===== config.mk =====
export PLATFORM = sky130hd
export DESIGN_NAME = csa_accum_sequencer_flat
export DESIGN_NICKNAME = d
export VERILOG_FILES = /design/src/rtl/csa_accum_sequencer_if.sv /design/src/rtl/csa_accum_sequencer.sv /design/src/flat_wrapper.sv
export SDC_FILE = /design/constraint.sdc
export NUM_CORES = 1
export LEC_CHECK = 0
export CORE_ASPECT_RATIO = 1.4
export CORE_UTILIZATION = 50
export CTS_CLUSTER_DIAMETER = 50
export DETAILED_ROUTE_END_ITERATION = 7
export PLACE_DENSITY_LB_ADDON = 0.2
export SLEW_MARGIN = 10
export SYNTH_ARGS = -nofsm -noshare
export SYNTH_HDL_FRONTEND = slang
export SYNTH_SLANG_ARGS = --single-unit
export TNS_END_PERCENT = 30

===== constraint.sdc =====
create_clock -name clk -period 1.9 [get_ports clk]
set_input_delay 0.38 -clock clk [delete_from_list [all_inputs] [get_ports clk]]
set_output_delay 0.38 -clock clk [all_outputs]
set_load 0.05 [all_outputs]

===== src/rtl/csa_accum_sequencer_if.sv =====
// csa_accum_sequencer_if: job control, operand stream and result handshake
// bundle for the carry-save accumulator sequencer.
interface csa_accum_sequencer_if #(
    parameter int WIDTH = 16,
    parameter int CNT_W = 4
);
    logic             start;
    logic [CNT_W-1:0] num_ops;
    logic             op_valid;
    logic [WIDTH-1:0] op_data;
    logic             op_ready;
    logic             busy;
    logic             result_valid;
    logic [WIDTH-1:0] result;
    logic             result_ready;

    modport master (
        output start, num_ops, op_valid, op_data, result_ready,
        input  op_ready, busy, result_valid, result
    );

    modport slave (
        input  start, num_ops, op_valid, op_data, result_ready,
        output op_ready, busy, result_valid, result
    );
endinterface


===== src/rtl/csa_accum_sequencer.sv =====
// csa_accum_sequencer: folds a counted operand stream into a redundant sum/carry
// pair through one 3:2 compressor row, then ripples the pair down to binary.
module csa_accum_sequencer #(
    parameter int WIDTH = 16,
    parameter int CNT_W = 4
) (
    input logic                   clk,
    input logic                   rst_n,
    csa_accum_sequencer_if.slave  bus
);
    typedef enum logic [1:0] {IDLE, ACCUM, RESOLVE, DONE} state_t;

    state_t           state_q, state_d;
    logic [WIDTH-1:0] s_q, s_d, c_q, c_d, res_q, res_d;
    logic [CNT_W-1:0] rem_q, rem_d;
    logic [WIDTH-1:0] maj, sc_and;

    assign maj    = (s_q & c_q) | (s_q & bus.op_data) | (c_q & bus.op_data);
    assign sc_and = s_q & c_q;

    assign bus.op_ready     = state_q == ACCUM;
    assign bus.busy         = state_q != IDLE;
    assign bus.result_valid = state_q == DONE;
    assign bus.result       = res_q;

    always_comb begin
        state_d = state_q;
        s_d     = s_q;
        c_d     = c_q;
        rem_d   = rem_q;
        res_d   = res_q;
        case (state_q)
            IDLE: if (bus.start) begin
                if (bus.num_ops != '0) begin
                    rem_d   = bus.num_ops;
                    s_d     = '0;
                    c_d     = '0;
                    state_d = ACCUM;
                end else begin
                    res_d   = '0;
                    state_d = DONE;
                end
            end
            ACCUM: if (bus.op_valid) begin
                s_d   = s_q ^ c_q ^ bus.op_data;
                c_d   = {maj[WIDTH-2:0], 1'b0};
                rem_d = rem_q - CNT_W'(1);
                if (rem_q == CNT_W'(1)) state_d = RESOLVE;
            end
            RESOLVE: if (c_q == '0) begin
                res_d   = s_q;
                state_d = DONE;
            end else begin
                s_d = s_q ^ c_q;
                c_d = {sc_and[WIDTH-2:0], 1'b0};
            end
            DONE: if (bus.result_ready) state_d = IDLE;
            default: state_d = IDLE;
        endcase
    end

    always_ff @(posedge clk or negedge rst_n) begin
        if (!rst_n) begin
            state_q <= IDLE;
            s_q     <= '0;
            c_q     <= '0;
            rem_q   <= '0;
            res_q   <= '0;
        end else begin
            state_q <= state_d;
            s_q     <= s_d;
            c_q     <= c_d;
            rem_q   <= rem_d;
            res_q   <= res_d;
        end
    end
endmodule


===== src/flat_wrapper.sv =====
// flat-port wrapper written by rule: the top's interface ports become plain ports
module csa_accum_sequencer_flat 
#(
    parameter int WIDTH = 16,
    parameter int CNT_W = 4
)
  (clk, rst_n, bus_start, bus_num_ops, bus_op_valid, bus_op_data, bus_result_ready, bus_op_ready, bus_busy, bus_result_valid, bus_result);
  csa_accum_sequencer_if #(.WIDTH(WIDTH), .CNT_W(CNT_W)) bus_i ();
  input logic clk;
  input logic rst_n;
  input wire logic [$bits(bus_i.start)-1:0] bus_start;
  input wire logic [$bits(bus_i.num_ops)-1:0] bus_num_ops;
  input wire logic [$bits(bus_i.op_valid)-1:0] bus_op_valid;
  input wire logic [$bits(bus_i.op_data)-1:0] bus_op_data;
  input wire logic [$bits(bus_i.result_ready)-1:0] bus_result_ready;
  output wire logic [$bits(bus_i.op_ready)-1:0] bus_op_ready;
  output wire logic [$bits(bus_i.busy)-1:0] bus_busy;
  output wire logic [$bits(bus_i.result_valid)-1:0] bus_result_valid;
  output wire logic [$bits(bus_i.result)-1:0] bus_result;
  assign bus_i.start = bus_start;
  assign bus_i.num_ops = bus_num_ops;
  assign bus_i.op_valid = bus_op_valid;
  assign bus_i.op_data = bus_op_data;
  assign bus_i.result_ready = bus_result_ready;
  assign bus_op_ready = bus_i.op_ready;
  assign bus_busy = bus_i.busy;
  assign bus_result_valid = bus_i.result_valid;
  assign bus_result = bus_i.result;
  csa_accum_sequencer #(.WIDTH(WIDTH), .CNT_W(CNT_W)) u_core (.clk(clk), .rst_n(rst_n), .bus(bus_i));
endmodule

**Word-level counts from Yosys, hierarchy flattened**

Cells that the tools add are included.

- Register bits: 54
- Input port bits: 25
- Output and inout port bits: 19
- Logic and storage cells: 59

- Add/sub/neg operators: 1
- Equality and inequality tests: 12
- Mux-type cells: 23
- Bitwise gates (word level): 7
- Reduce and logical (&&, ||, !) cells: 11

Operator list:

| cell | number |
|---|---|
| $mux 16 | 9 |
| $pmux 16 s3 | 2 |
| $and 15x15->15 | 3 |
| $pmux 16 s2 | 1 |
| $xor 16x16->16 | 2 |
| $or 15x15->15 | 2 |
| $logic_not 16->1 | 1 |
| $mux 2 | 6 |
| $mux 4 | 3 |
| $ne 2x2->1 const B | 5 |
| $reduce_and 5->1 | 2 |
| $pmux 2 s4 | 1 |
| $pmux 4 s2 | 1 |
| $reduce_and 4->1 | 2 |
| $ne 2x1->1 const B | 3 |
| $reduce_bool 2->1 | 3 |
| $eq 2x2->1 const B | 2 |
| $eq 4x1->1 const B | 1 |
| $reduce_bool 4->1 | 1 |
| $sub 4x1->4 const B | 1 |
| $reduce_bool 3->1 | 1 |
| $eq 2x1->1 const B | 1 |
| $logic_not 2->1 | 1 |

**Depth between registers and ports, before layout**

- Depth after elaboration: 5
- Depth in mapped cells: 9
- Depth with buffers taken out: 7

**Worst setup path after synthesis**

OpenSTA, ideal clock, no wires.

- Path kind: register to register
- Start point: reg u_core.state_q[1]
- End point: reg u_core.s_q[15]
- Data arrival time: 2.093 ns
- Setup slack: -0.317 ns
- Cell stages (with the launch flop): 8
- Buffers on the path: 2
- Clock period less this slack: 2.217 ns
- Path through: dfrtp_1 inv_1 ha_1 nor2b_1 or4_4 buf_6 buf_6 a211o_1

- Longest elaborated chain between the ends: 3
- Elaborated cells on any way between the ends: 10
- Those cells by class: 6 x eq/ne; 1 x mux; 3 x reduce/logical

Ends and longest elaborated chain:

| element | line | text |
|---|---|---|
| start: declaration | csa_accum_sequencer.sv:13 | `state_t state_q, state_d;` |
| start signal: assignment | csa_accum_sequencer.sv:70 | `state_q <= state_d;` |
| $eq 2x1->1 * | -- |  |
| net bus_op_ready | flat_wrapper.sv:16 | `output wire logic [$bits(bus_i.op_ready)-1:0] bus_op_ready;` |
| $ne 2x2->1 (no source line) or $reduce_bool 3->1 (tied branches) | -- |  |
| $reduce_and 5->1 (no source line) | -- |  |
| end signal: assignment | csa_accum_sequencer.sv:65 | `s_q <= '0;` |
| end signal: assignment | csa_accum_sequencer.sv:71 | `s_q <= s_d;` |
| end: declaration | csa_accum_sequencer.sv:14 | `logic [WIDTH-1:0] s_q, s_d, c_q, c_d, res_q, res_d;` |

Mark *: on every way through the listed nets, which the timed path passes. The rest lies on a longest branch.
A chain may end at the register's enable or synchronous reset.

**Worst setup path in the final report**

- Start point: reg u_core.state_q[1]
- End point: reg u_core.c_q[1]

- Longest elaborated chain between the ends: 3
- Elaborated cells on any way between the ends: 10
- Those cells by class: 6 x eq/ne; 1 x mux; 3 x reduce/logical

Ends and longest elaborated chain:

| element | line | text |
|---|---|---|
| $eq 2x2->1, or another cell as far along | csa_accum_sequencer.sv:32 | `case (state_q)` |
| $ne 2x2->1 (no source line), or another cell as far along | -- |  |
| $reduce_and 5->1 (no source line) | -- |  |
| end signal: assignment | csa_accum_sequencer.sv:66 | `c_q <= '0;` |
| end signal: assignment | csa_accum_sequencer.sv:72 | `c_q <= c_d;` |
| end: declaration | csa_accum_sequencer.sv:14 |  |

Parallel ways exist; a longest one is shown, timed or not.

==> run metrics <==
run status finished, violations left; violations in the final reports DRC, setup timing; final setup vio count 29; Synth Net Count 392; wire length on met3 245 um; commonest non-fill, non-tap cell in the layout sky130_fd_sc_hd__nand2_1; number of enable flip-flop cells after synthesis 0; Async S/R FF share, synth 100%; unrepaired setup endpoints after global routing true; core region area 6300 um^2; starting utilization of the core area 52.3%; critical path data required time 2.10 ns; cell type of the slowest stage on the worst timing path sky130_fd_sc_hd__or4_4; sum of routed wire length over all layers 8.16 mm; Post-synth top flop sky130_fd_sc_hd__dfrtp_1; sequential share of the synthesized area 40.3%; total standard cell area after synthesis 3290 um^2; WL met1 3.45 mm; Startpoint Class flip-flop; CTS tree built; syn_area_per_cell 9.98 um^2; ratio of cells with drive above 1 in the final layout 29.2%; static power due to leakage 2.11 nW; antenna fix cells 0; count of placed standard cells including taps 463; number of standard cells in the final layout excluding fillers 479; vias 2,792; area post-placement 4070 um^2; die outline width 70.6 um; final hold violation count 0; Clock H-tree levels 2; signal arrival time at the worst endpoint 2.21 ns; number of vias per cell 5.83; 1st-iter DRT viols 145; post-synthesis to final-layout area growth 35.1%; Clock Sinks 53; max-slew headroom at the worst pin 62.5%; CTS max path bufs 2; number of global-route vias before repair 2,742; count of pins over their slew limit 0; MaxCap Viol Count 0; final RePlAce weighted congestion 0.780; synthesized instance count 330; maximum clock skew at final layout 0.0130 ns; pin count of the biggest net entering global routing 38; maximum vdd ir drop 782 uV; first-pass GRT wire length 13.4 mm; Tightest Pin Transition 0.562 ns; maximum frequency from static timing analysis 0.496 GHz; worst setup slack after layout -0.115 ns; Total Routing Usage GR 24.1%; number of design rule violations left after detail routing 4; master cell of the clock root buffer sky130_fd_sc_hd__clkbuf_8; dpl hpwl 5.62 mm; number of flip-flops and latches in the synthesized netlist 53; clock latency reported for the late side of the worst-skew pair 0.32 ns; nets 468; Crit Path Category flip-flop to flip-flop; most frequent cells in the layout 55 x sky130_fd_sc_hd__nand2_1, 52 x sky130_fd_sc_hd__dfrtp_1, 44 x sky130_fd_sc_hd__buf_4; count of fill cells added during filler insertion 445; Syn. warnings 0; number of buffers created by CTS 5; total iterations of the first detailed-routing run 6; overflow left after global routing 0; number of distinct library cells after synthesis 43; Chip Height 98.0 um; metal2 WL 4.34 mm; worst min-delay path class primary input to asynchronous set/reset pin; list of cells traversed by the critical path ha_4 -> nor4b_4 -> and4_4 -> or4_4 -> clkbuf_16 -> nand2_1 -> o21ai_1; shortest period the worst path allows 2.02 ns; share of the cycle needed by the critical path after routing 106%; Critical Path Max Stage Delay 0.64 ns; antenna viol nets, final 0; quantity of I/O buffers inserted on ports 43; antenna violations before repair 0; Hold Slack 0.0478 ns; Max Used Layer met4; Top-Level Pins 44; power per standard cell area 1790 nW/um^2; register clock-pin slew on the reported worst setup and hold paths 0.09 ns; row count 34; die outline area 6920 um^2; peak fanout along the critical path 7; final design area excluding fillers 4450 um^2; average detailed-routed wire length per instance 17.0 um; R2R cell count 7; capturing element type of the critical path flip-flop
registers in the layout, summed over array words and instances, names as in the netlist:
| name | flops |
|---|---|
| u_core.rem_q | 4 |
| u_core.s_q | 16 |
| u_core.c_q | 15 |
| u_core.bus.result | 16 |
| u_core.state_q | 2 |
routing by layer:
| layer | track usage, % | up-vias |
|---|---|---|
| met5 | 0 | - |
| met4 | 5.38 | 0 |
| met3 | 3.61 | 11 |
| met2 | 39.4 | 54 |
| met1 | 34.2 | 1385 |
| li1 | - | 1342 |
metrics by stage:
step | util (%) | setup slack (ns) | setup TNS, ns | power (W)
2_1_floorplan | - | -0.0743 | -0.600 | 0.00486
5_1_grt | 70.7 | -0.172 | -4.38 | 0.00853
3_3_place_gp | 64.7 | -0.353 | -15.83 | 0.00625
4_1_cts | 66.2 | -0.0602 | -1.08 | 0.00710
6_report | 70.7 | -0.115 | -2.01 | 0.00797
3_5_place_dp | 64.7 | -0.427 | -17.54 | 0.00638
area by class of cell:
type | count | area, um^2 | share of cell area [%]
sequential | 53 | 1330 | 29.8
tap | 72 | 90.1 | 2.02
inverter | 11 | 45.0 | 1.01
timing repair buffer | 89 | 903 | 20.3
multi-input combinational | 246 | 1990 | 44.7
clock buffer | 5 | 68.8 | 1.55
clock inverter | 3 | 25.0 | 0.562
report_power, final:
group          switching, W  internal, W
sequential         0.000472      0.00155
clock              0.000404     0.000267
combinational       0.00299      0.00229
total               0.00386      0.00410
cell usage after synthesis, types with 2 or more instances:
library cell	n	area share [%]
sky130_fd_sc_hd__nand2_1	67	7.6
sky130_fd_sc_hd__dfrtp_1	53	40
sky130_fd_sc_hd__o21ai_0	30	4.6
sky130_fd_sc_hd__a22oi_1	25	5.7
sky130_fd_sc_hd__ha_1	23	8.7
sky130_fd_sc_hd__nand3_1	21	3.2
sky130_fd_sc_hd__clkbuf_1	17	1.9
sky130_fd_sc_hd__fa_1	14	8.5
sky130_fd_sc_hd__inv_1	11	1.3
sky130_fd_sc_hd__o211ai_2	10	3.8
sky130_fd_sc_hd__o211ai_1	8	1.8
sky130_fd_sc_hd__a21oi_1	7	1.1
sky130_fd_sc_hd__nor2_1	4	0.46
sky130_fd_sc_hd__buf_6	3	1.0
sky130_fd_sc_hd__mux2i_1	3	0.91
sky130_fd_sc_hd__nor4_1	3	0.57
sky130_fd_sc_hd__and2_1	2	0.38
sky130_fd_sc_hd__nand3b_1	2	0.46
sky130_fd_sc_hd__nor3_1	2	0.30
sky130_fd_sc_hd__nor4_2	2	0.76
kinds of logic after synthesis:
group           count (synthesis)  share of synthesized area, %
fa+ha+maj                      37                          17.2
mux                             3                         0.912
simple gates                  115                          17.3
compound gates                 88                          19.2
xor+xnor                        1                         0.266
buf+inv                        33                          4.82
flops                          53                          40.3
path summary, 6_finish.rpt:
| kind | start | to | slack (ns) |
|---|---|---|---|
| worst max-delay path | u_core.state_q[1] | u_core.c_q[1] | -0.12 |
| worst min-delay path | rst_n | u_core.rem_q[3] | 0.05 |
| worst max register to register | u_core.state_q[1] | u_core.c_q[1] | -0.12 |
| worst min register to register | u_core.bus.result[3] | u_core.bus.result[3] | 0.53 |
| max in group asynchronous | rst_n | u_core.bus.result[12] | 1.22 |
| min in group clk | u_core.bus.result[3] | u_core.bus.result[3] | 0.53 |
repair_timing:
action                     in CTS  in global routing
hold buffers                    0                  0
pin swaps                       0                 13
setup buffers                   0                  1
setup endpoints to repair      50                 53
gates cloned                    0                  7
resized for setup              29                 43
worst max-delay path, delay by kind of cell (launching register included):
kind	cells	cell delay, ns
simple gates	4	1.01
compound gates	1	0.07
buf+inv	1	0.20
flops	1	0.43
fa+ha+maj	1	0.18
No activity file was read; power rests on OpenSTA's default activity.
